**config.mk**
```make
export PLATFORM = sky130hd
export DESIGN_NAME = data_mem_seq
export DESIGN_NICKNAME = d
export VERILOG_FILES = /design/src/rtl/data_mem_seq.sv
export SDC_FILE = /design/constraint.sdc
export NUM_CORES = 2
export LEC_CHECK = 0
export CAP_MARGIN = 20
export CELL_PAD_IN_SITES_DETAIL_PLACEMENT = 1
export CELL_PAD_IN_SITES_GLOBAL_PLACEMENT = 2
export CORE_UTILIZATION = 45
export DETAILED_ROUTE_END_ITERATION = 7
export PLACE_DENSITY = 0.76
export SYNTH_ARGS = -nofsm -noshare
export SYNTH_HDL_FRONTEND = slang
export SYNTH_SLANG_ARGS = --single-unit
```
**constraint.sdc**
```tcl
create_clock -name Clk -period 15.4 [get_ports Clk]
set_input_delay 2.31 -clock Clk [delete_from_list [all_inputs] [get_ports Clk]]
set_output_delay 2.31 -clock Clk [all_outputs]
set_load 0.02 [all_outputs]
```
**src/rtl/data_mem_seq.sv**
```systemverilog
`default_nettype none
// +----------------------------------------------------------------------------+
// | data_mem_seq : DEPTH x DATA_W data memory, combinational read, clocked     |
// |                write, self-sequenced zero sweep + preload table at reset.  |
// | Optional feature macro: DATA_MEM_PARITY_EN (per-word even parity bit).     |
// | Revision: 1.0                                                              |
// +----------------------------------------------------------------------------+
module data_mem_seq #(
  parameter int DATA_W        = 8,
  parameter int ADDR_W        = 8,
  parameter int DEPTH         = 256,
  parameter int TAP_BASE      = 130,
  parameter int CLEAR_ON_INIT = 1
) (
  input  logic              Clk,
  input  logic              Reset,
  input  logic              WriteEn,
  input  logic [ADDR_W-1:0] DataAddress,
  input  logic [DATA_W-1:0] DataIn,
  output logic [DATA_W-1:0] DataOut,
  output logic              Ready,
  output logic              WriteDropped
`ifdef DATA_MEM_PARITY_EN
  ,
  output logic              ParityErr
`endif
);

  localparam int c_CNT_W = ADDR_W + 1;
  localparam int c_TAP_N = 11;
`ifdef DATA_MEM_PARITY_EN
  localparam int c_MEM_W = DATA_W + 1;
`else
  localparam int c_MEM_W = DATA_W;
`endif
  localparam logic [c_CNT_W-1:0] c_DEPTH_X  = c_CNT_W'(DEPTH);
  localparam logic [c_CNT_W-1:0] c_LAST_WRD = c_CNT_W'(DEPTH - 1);
  localparam logic [c_CNT_W-1:0] c_LAST_TAP = c_CNT_W'(c_TAP_N - 1);

  typedef enum logic [1:0] {
    RST     = 2'd0,
    CLEAR   = 2'd1,
    PRELOAD = 2'd2,
    RUN     = 2'd3
  } state_t;

  state_t               r_state;
  state_t               w_state_nx;
  logic [c_CNT_W-1:0]   r_cnt;
  logic [c_CNT_W-1:0]   w_cnt_nx;
  logic                 r_drop;
  logic                 w_drop_nx;

  logic                 w_we;
  logic [ADDR_W-1:0]    w_waddr;
  logic [DATA_W-1:0]    w_wdata;
  logic [c_MEM_W-1:0]   w_wword;
  logic [c_MEM_W-1:0]   w_rword;
  logic                 w_addr_ok;

  logic [3:0]           w_tap_idx;
  logic [3:0]           w_tap_off;
  logic [31:0]          w_tap_tgt;
  logic                 w_tap_hit;

  logic [c_MEM_W-1:0]   r_mem [DEPTH];

  function automatic logic [7:0] tap_data(input logic [3:0] idx);
    logic [7:0] d;
    case (idx)
      4'd0:    d = 8'h60;
      4'd1:    d = 8'h48;
      4'd2:    d = 8'h78;
      4'd3:    d = 8'h72;
      4'd4:    d = 8'h6A;
      4'd5:    d = 8'h69;
      4'd6:    d = 8'h5C;
      4'd7:    d = 8'h7E;
      4'd8:    d = 8'h7B;
      4'd9:    d = 8'h20;
      default: d = 8'h00;
    endcase
    return d;
  endfunction

  // Table offsets skip 9: entries 9 and 10 land at offsets 10 and 11.
  assign w_tap_idx = r_cnt[3:0];
  assign w_tap_off = (w_tap_idx > 4'd8) ? (w_tap_idx + 4'd1) : w_tap_idx;
  assign w_tap_tgt = 32'(TAP_BASE) + {28'd0, w_tap_off};
  assign w_tap_hit = (w_tap_tgt < 32'(DEPTH));

  assign w_addr_ok = ({1'b0, DataAddress} < c_DEPTH_X);
  assign Ready     = (r_state == RUN);

  always_comb begin
    w_state_nx = r_state;
    w_cnt_nx   = r_cnt;
    w_we       = 1'b0;
    w_waddr    = '0;
    w_wdata    = '0;
    case (r_state)
      RST: begin
        w_cnt_nx   = '0;
        w_state_nx = (CLEAR_ON_INIT != 0) ? CLEAR : PRELOAD;
      end
      CLEAR: begin
        w_we    = 1'b1;
        w_waddr = r_cnt[ADDR_W-1:0];
        if (r_cnt == c_LAST_WRD) begin
          w_cnt_nx   = '0;
          w_state_nx = PRELOAD;
        end else begin
          w_cnt_nx = r_cnt + 1'b1;
        end
      end
      PRELOAD: begin
        w_we    = w_tap_hit;
        w_waddr = w_tap_tgt[ADDR_W-1:0];
        w_wdata = DATA_W'(tap_data(w_tap_idx));
        if (r_cnt == c_LAST_TAP) begin
          w_cnt_nx   = '0;
          w_state_nx = RUN;
        end else begin
          w_cnt_nx = r_cnt + 1'b1;
        end
      end
      RUN: begin
        w_we    = WriteEn && w_addr_ok;
        w_waddr = DataAddress;
        w_wdata = DataIn;
      end
      default: begin
        w_state_nx = RST;
        w_cnt_nx   = '0;
      end
    endcase
  end

  // Any core write the port cannot accept (init still running or address
  // beyond DEPTH) is flagged for one cycle.
  assign w_drop_nx = WriteEn && !(Ready && w_addr_ok);

  always_ff @(posedge Clk or negedge Reset) begin
    if (!Reset) begin
      r_state <= RST;
      r_cnt   <= '0;
      r_drop  <= 1'b0;
    end else begin
      r_state <= w_state_nx;
      r_cnt   <= w_cnt_nx;
      r_drop  <= w_drop_nx;
    end
  end

  assign WriteDropped = r_drop;

`ifdef DATA_MEM_PARITY_EN
  assign w_wword = {^w_wdata, w_wdata};
`else
  assign w_wword = w_wdata;
`endif

  // Array has no reset: contents survive Reset and are rebuilt by the init walk.
  always_ff @(posedge Clk) begin
    if (w_we) begin
      r_mem[w_waddr] <= w_wword;
    end
  end

  assign w_rword = r_mem[DataAddress];
  assign DataOut = (Ready && w_addr_ok) ? w_rword[DATA_W-1:0] : '0;

`ifdef DATA_MEM_PARITY_EN
  assign ParityErr = Ready && w_addr_ok && (w_rword[DATA_W] != ^w_rword[DATA_W-1:0]);
`endif

endmodule
`default_nettype wire

```
==> results.txt <==
Ys Warns: 0
Via Count: 39.27k
RSZ-0062 raised after global routing: no
Slew Limit Fails: 40
Fraction of the yosys area taken by sequential cells: 76.90%
Iteration-0 DRC count of the detailed router: 4168
Cell count after synthesis: 3906
Final nets: 3988
Syn_nets: 3939
Share of layout cells above drive strength 1: 20.68%
Average wire per standard cell: 31.65 um
Die width: 424.6 um
Layout area overhead: 11.24%
# DRC: 0
Vias in the first global route: 41.16k
Clock skew: 43.11 ps
Final Hold Fails: 0
Yosys top cell by area: edfxtp_1
Fmax: 102.1 MHz
Hold Path Class: flop to flop
Core area: 176700 um^2
CTS sink count: 2060
IO Port Bufs: 28
Finished Layout Cells: 6460
Total power: 11.04 mW
Most common cell in the netlist: edfxtp_1
CP cell instances: buf_8, buf_4, buf_4, mux4_2, o22ai_1, nor4_1, a21oi_1, a31oi_1, or4_1, clkdlybuf4s50_1
P_sw: 2.266 mW
Clock latency on the worst-skew pair: 850 ps
Root buf cell: clkbuf_16
Top cells by count, synth: 2048 x edfxtp_1, 440 x mux4_2, 295 x nor2_1
Worst Tran Pin Value: 1558 ps
Post-synth top area share: 76.52%
Critical-path top delay cell: buf_4
Minimum clock period: 9790 ps
Critical path data required time: 13090 ps
CP arrival: 7480 ps
Crit path top cell by count: buf_4
Largest net degree at the start of global routing: 209
Leak Pwr: 22.56 nW
Initial Util: 45.48%
Synthesized area per cell: 20.58 um^2
Total grt overflow: 0
Failing checks: slew limit
Relative slew slack: -3.872%
Post-Syn Area: 80370 um^2
Post-route ant nets: 0
TNS Setup: 0 ps
CTS max path bufs: 3
First-pass GRT wire length: 295700 um
DR pass1 iterations: 6
Status: complete, but fails checks
Netlist cell types: 49
Startpoint Class: primary input
P_int: 8.774 mW
Asr flop ratio synth: 0.5825%
Clock Power Share: 42.8%
Setup Fix Bufs, Post-CTS: 0
Die Area: 180300 um^2
Synth area leaders: edfxtp_1 77%, mux4_2 12%, mux2i_1 2.3%, nor2_1 1.4%, o221ai_1 1.0%
Tot GR Track Use: 22.81%
Pwr dens: 123.5 nW/um^2
H-tree Lvls: 4
Clk pin slew, worst setup/hold paths: 60 ps
Height of the chip: 424.6 um
Final WL: 204400 um
Vias per cell: 6.079
Sequential power share: 55.0%
Worst-path maximum fanout: 63
Setup violators final: 0
Post-synth EDFFs: 2048
Placed insts: 6085
Gate power share: 2.3%
Fin crit share: 63.57%
Initial antenna violation count: 14
Main flop type after synthesis: edfxtp_1
Placement Rows: 154
Final HPWL DP: 119400 um
CTS buffer count: 204
Ports: 29
Critical path class: primary input to primary output
CP Capture Type: primary output
TritonCTS clock tree: yes
Maximum VDD drop: 0.00009322 V
Sw frac: 20.52%
Routability cong.: 0.7884
Synthesized flop and latch total: 2060
Slowest stage delay, CP: 900 ps
Cts repair resizes: 0
Hold buffers post-CTS: 0
Max-cap violation count: 0
## flip-flops by register name, summed over array words and instances, names as in the netlist
| name | flops |
|---|---|
| WriteDropped | 1 |
| r_cnt | 9 |
| r_mem | 2048 |
| r_state | 2 |
## critical path: cells and delay by family
family | cells | cell delay, ps
AO/OA/AOI/OAI | 3 | 1000
buffers and inverters | 4 | 2610
multiplexers | 1 | 620
AND/OR/NAND/NOR | 2 | 800
## routing by layer
metal	GRT usage [%]	share of wire [%]	up-vias
met3	3.791	6.4	311
li1	-	-	16400
met2	37.22	49	1380
met5	0	0.0064	-
met1	31.44	41	21180
met4	7.310	3.0	2
## layout by cell type (no fill, tap or decap), drive strengths merged, types with 19 or more instances in the layout
cell	n
a211oi	34
a21oi	22
a22oi	33
a31oi	19
buf	69
clkbuf	252
clkdlybuf4s50	22
clkinv	99
edfxtp	2048
inv	22
mux2	34
mux2i	185
mux4	440
nand2	103
nand3	30
nor2	295
nor2b	24
nor4	20
o211ai	19
o21ai	26
o221ai	96
o22ai	97
## path summary, 6_finish.rpt
path / end / start / depth (start not counted) / slack, ps
min in group asynchronous: r_cnt[4]$_DFFE_PN0P_ / Reset / 1 / 1870
max reg2reg: r_mem[228][6]$_DFFE_PP_ / r_cnt[0]$_DFFE_PN0P_ / 11 / 10050
min: r_cnt[8]$_DFFE_PN0P_ / r_cnt[8]$_DFFE_PN0P_ / 2 / 590
max: DataOut[6] / DataAddress[1] / 10 / 5610
max in group asynchronous: WriteDropped$_DFF_PN0_ / Reset / 1 / 13090
min reg2reg: r_cnt[8]$_DFFE_PN0P_ / r_cnt[8]$_DFFE_PN0P_ / 2 / 590
## power groups by stage
| stage | Sequential [mW] | Combinational, mW | Clock, mW |
|---|---|---|---|
| floorplan | 6.19 | 0.176 | 0 |
| detailed placement | 6.19 | 0.255 | 0 |
| finish | 6.07 | 0.251 | 4.72 |
| global route | 6.06 | 0.265 | 4.98 |
| CTS | 6.07 | 0.255 | 4.79 |
| global placement | 6.19 | 0.253 | 0 |
## per-stage QoR
step | area (um^2) | setup slack [ps] | hold slack (ps) | util, %
floorplan | 80370 | 2079 | 493.6 | -
finish | 89400 | 5610 | 587.0 | 50.60
global placement | 83080 | 5516 | 561.3 | 47.02
CTS | 89360 | 5476 | 606.3 | 50.57
global route | 89400 | 5457 | 619.7 | 50.60
detailed placement | 83100 | 5519 | 594.4 | 47.03
## logic make-up after synthesis
kind of cell | synth area share, %
flip-flops | 76.90
multiplexers | 15.11
AND/OR/NAND/NOR | 2.900
AO/OA/AOI/OAI | 3.319
buffers and inverters | 1.534
adder cells (fa/ha/maj) | 0.2180
XOR/XNOR | 0.02180
## area by class of cell
class,count,area [um^2]
inverters,15,56.30
clock inverters,120,892.1
clock buffers,250,5363
fillers,15520,87290
well taps,2340,2928
diodes,1,2.502
repair buffers,93,884.6
flip-flops and latches,2060,61800
multi-input cells,1581,17470
Power figures use the tool's default switching activity.
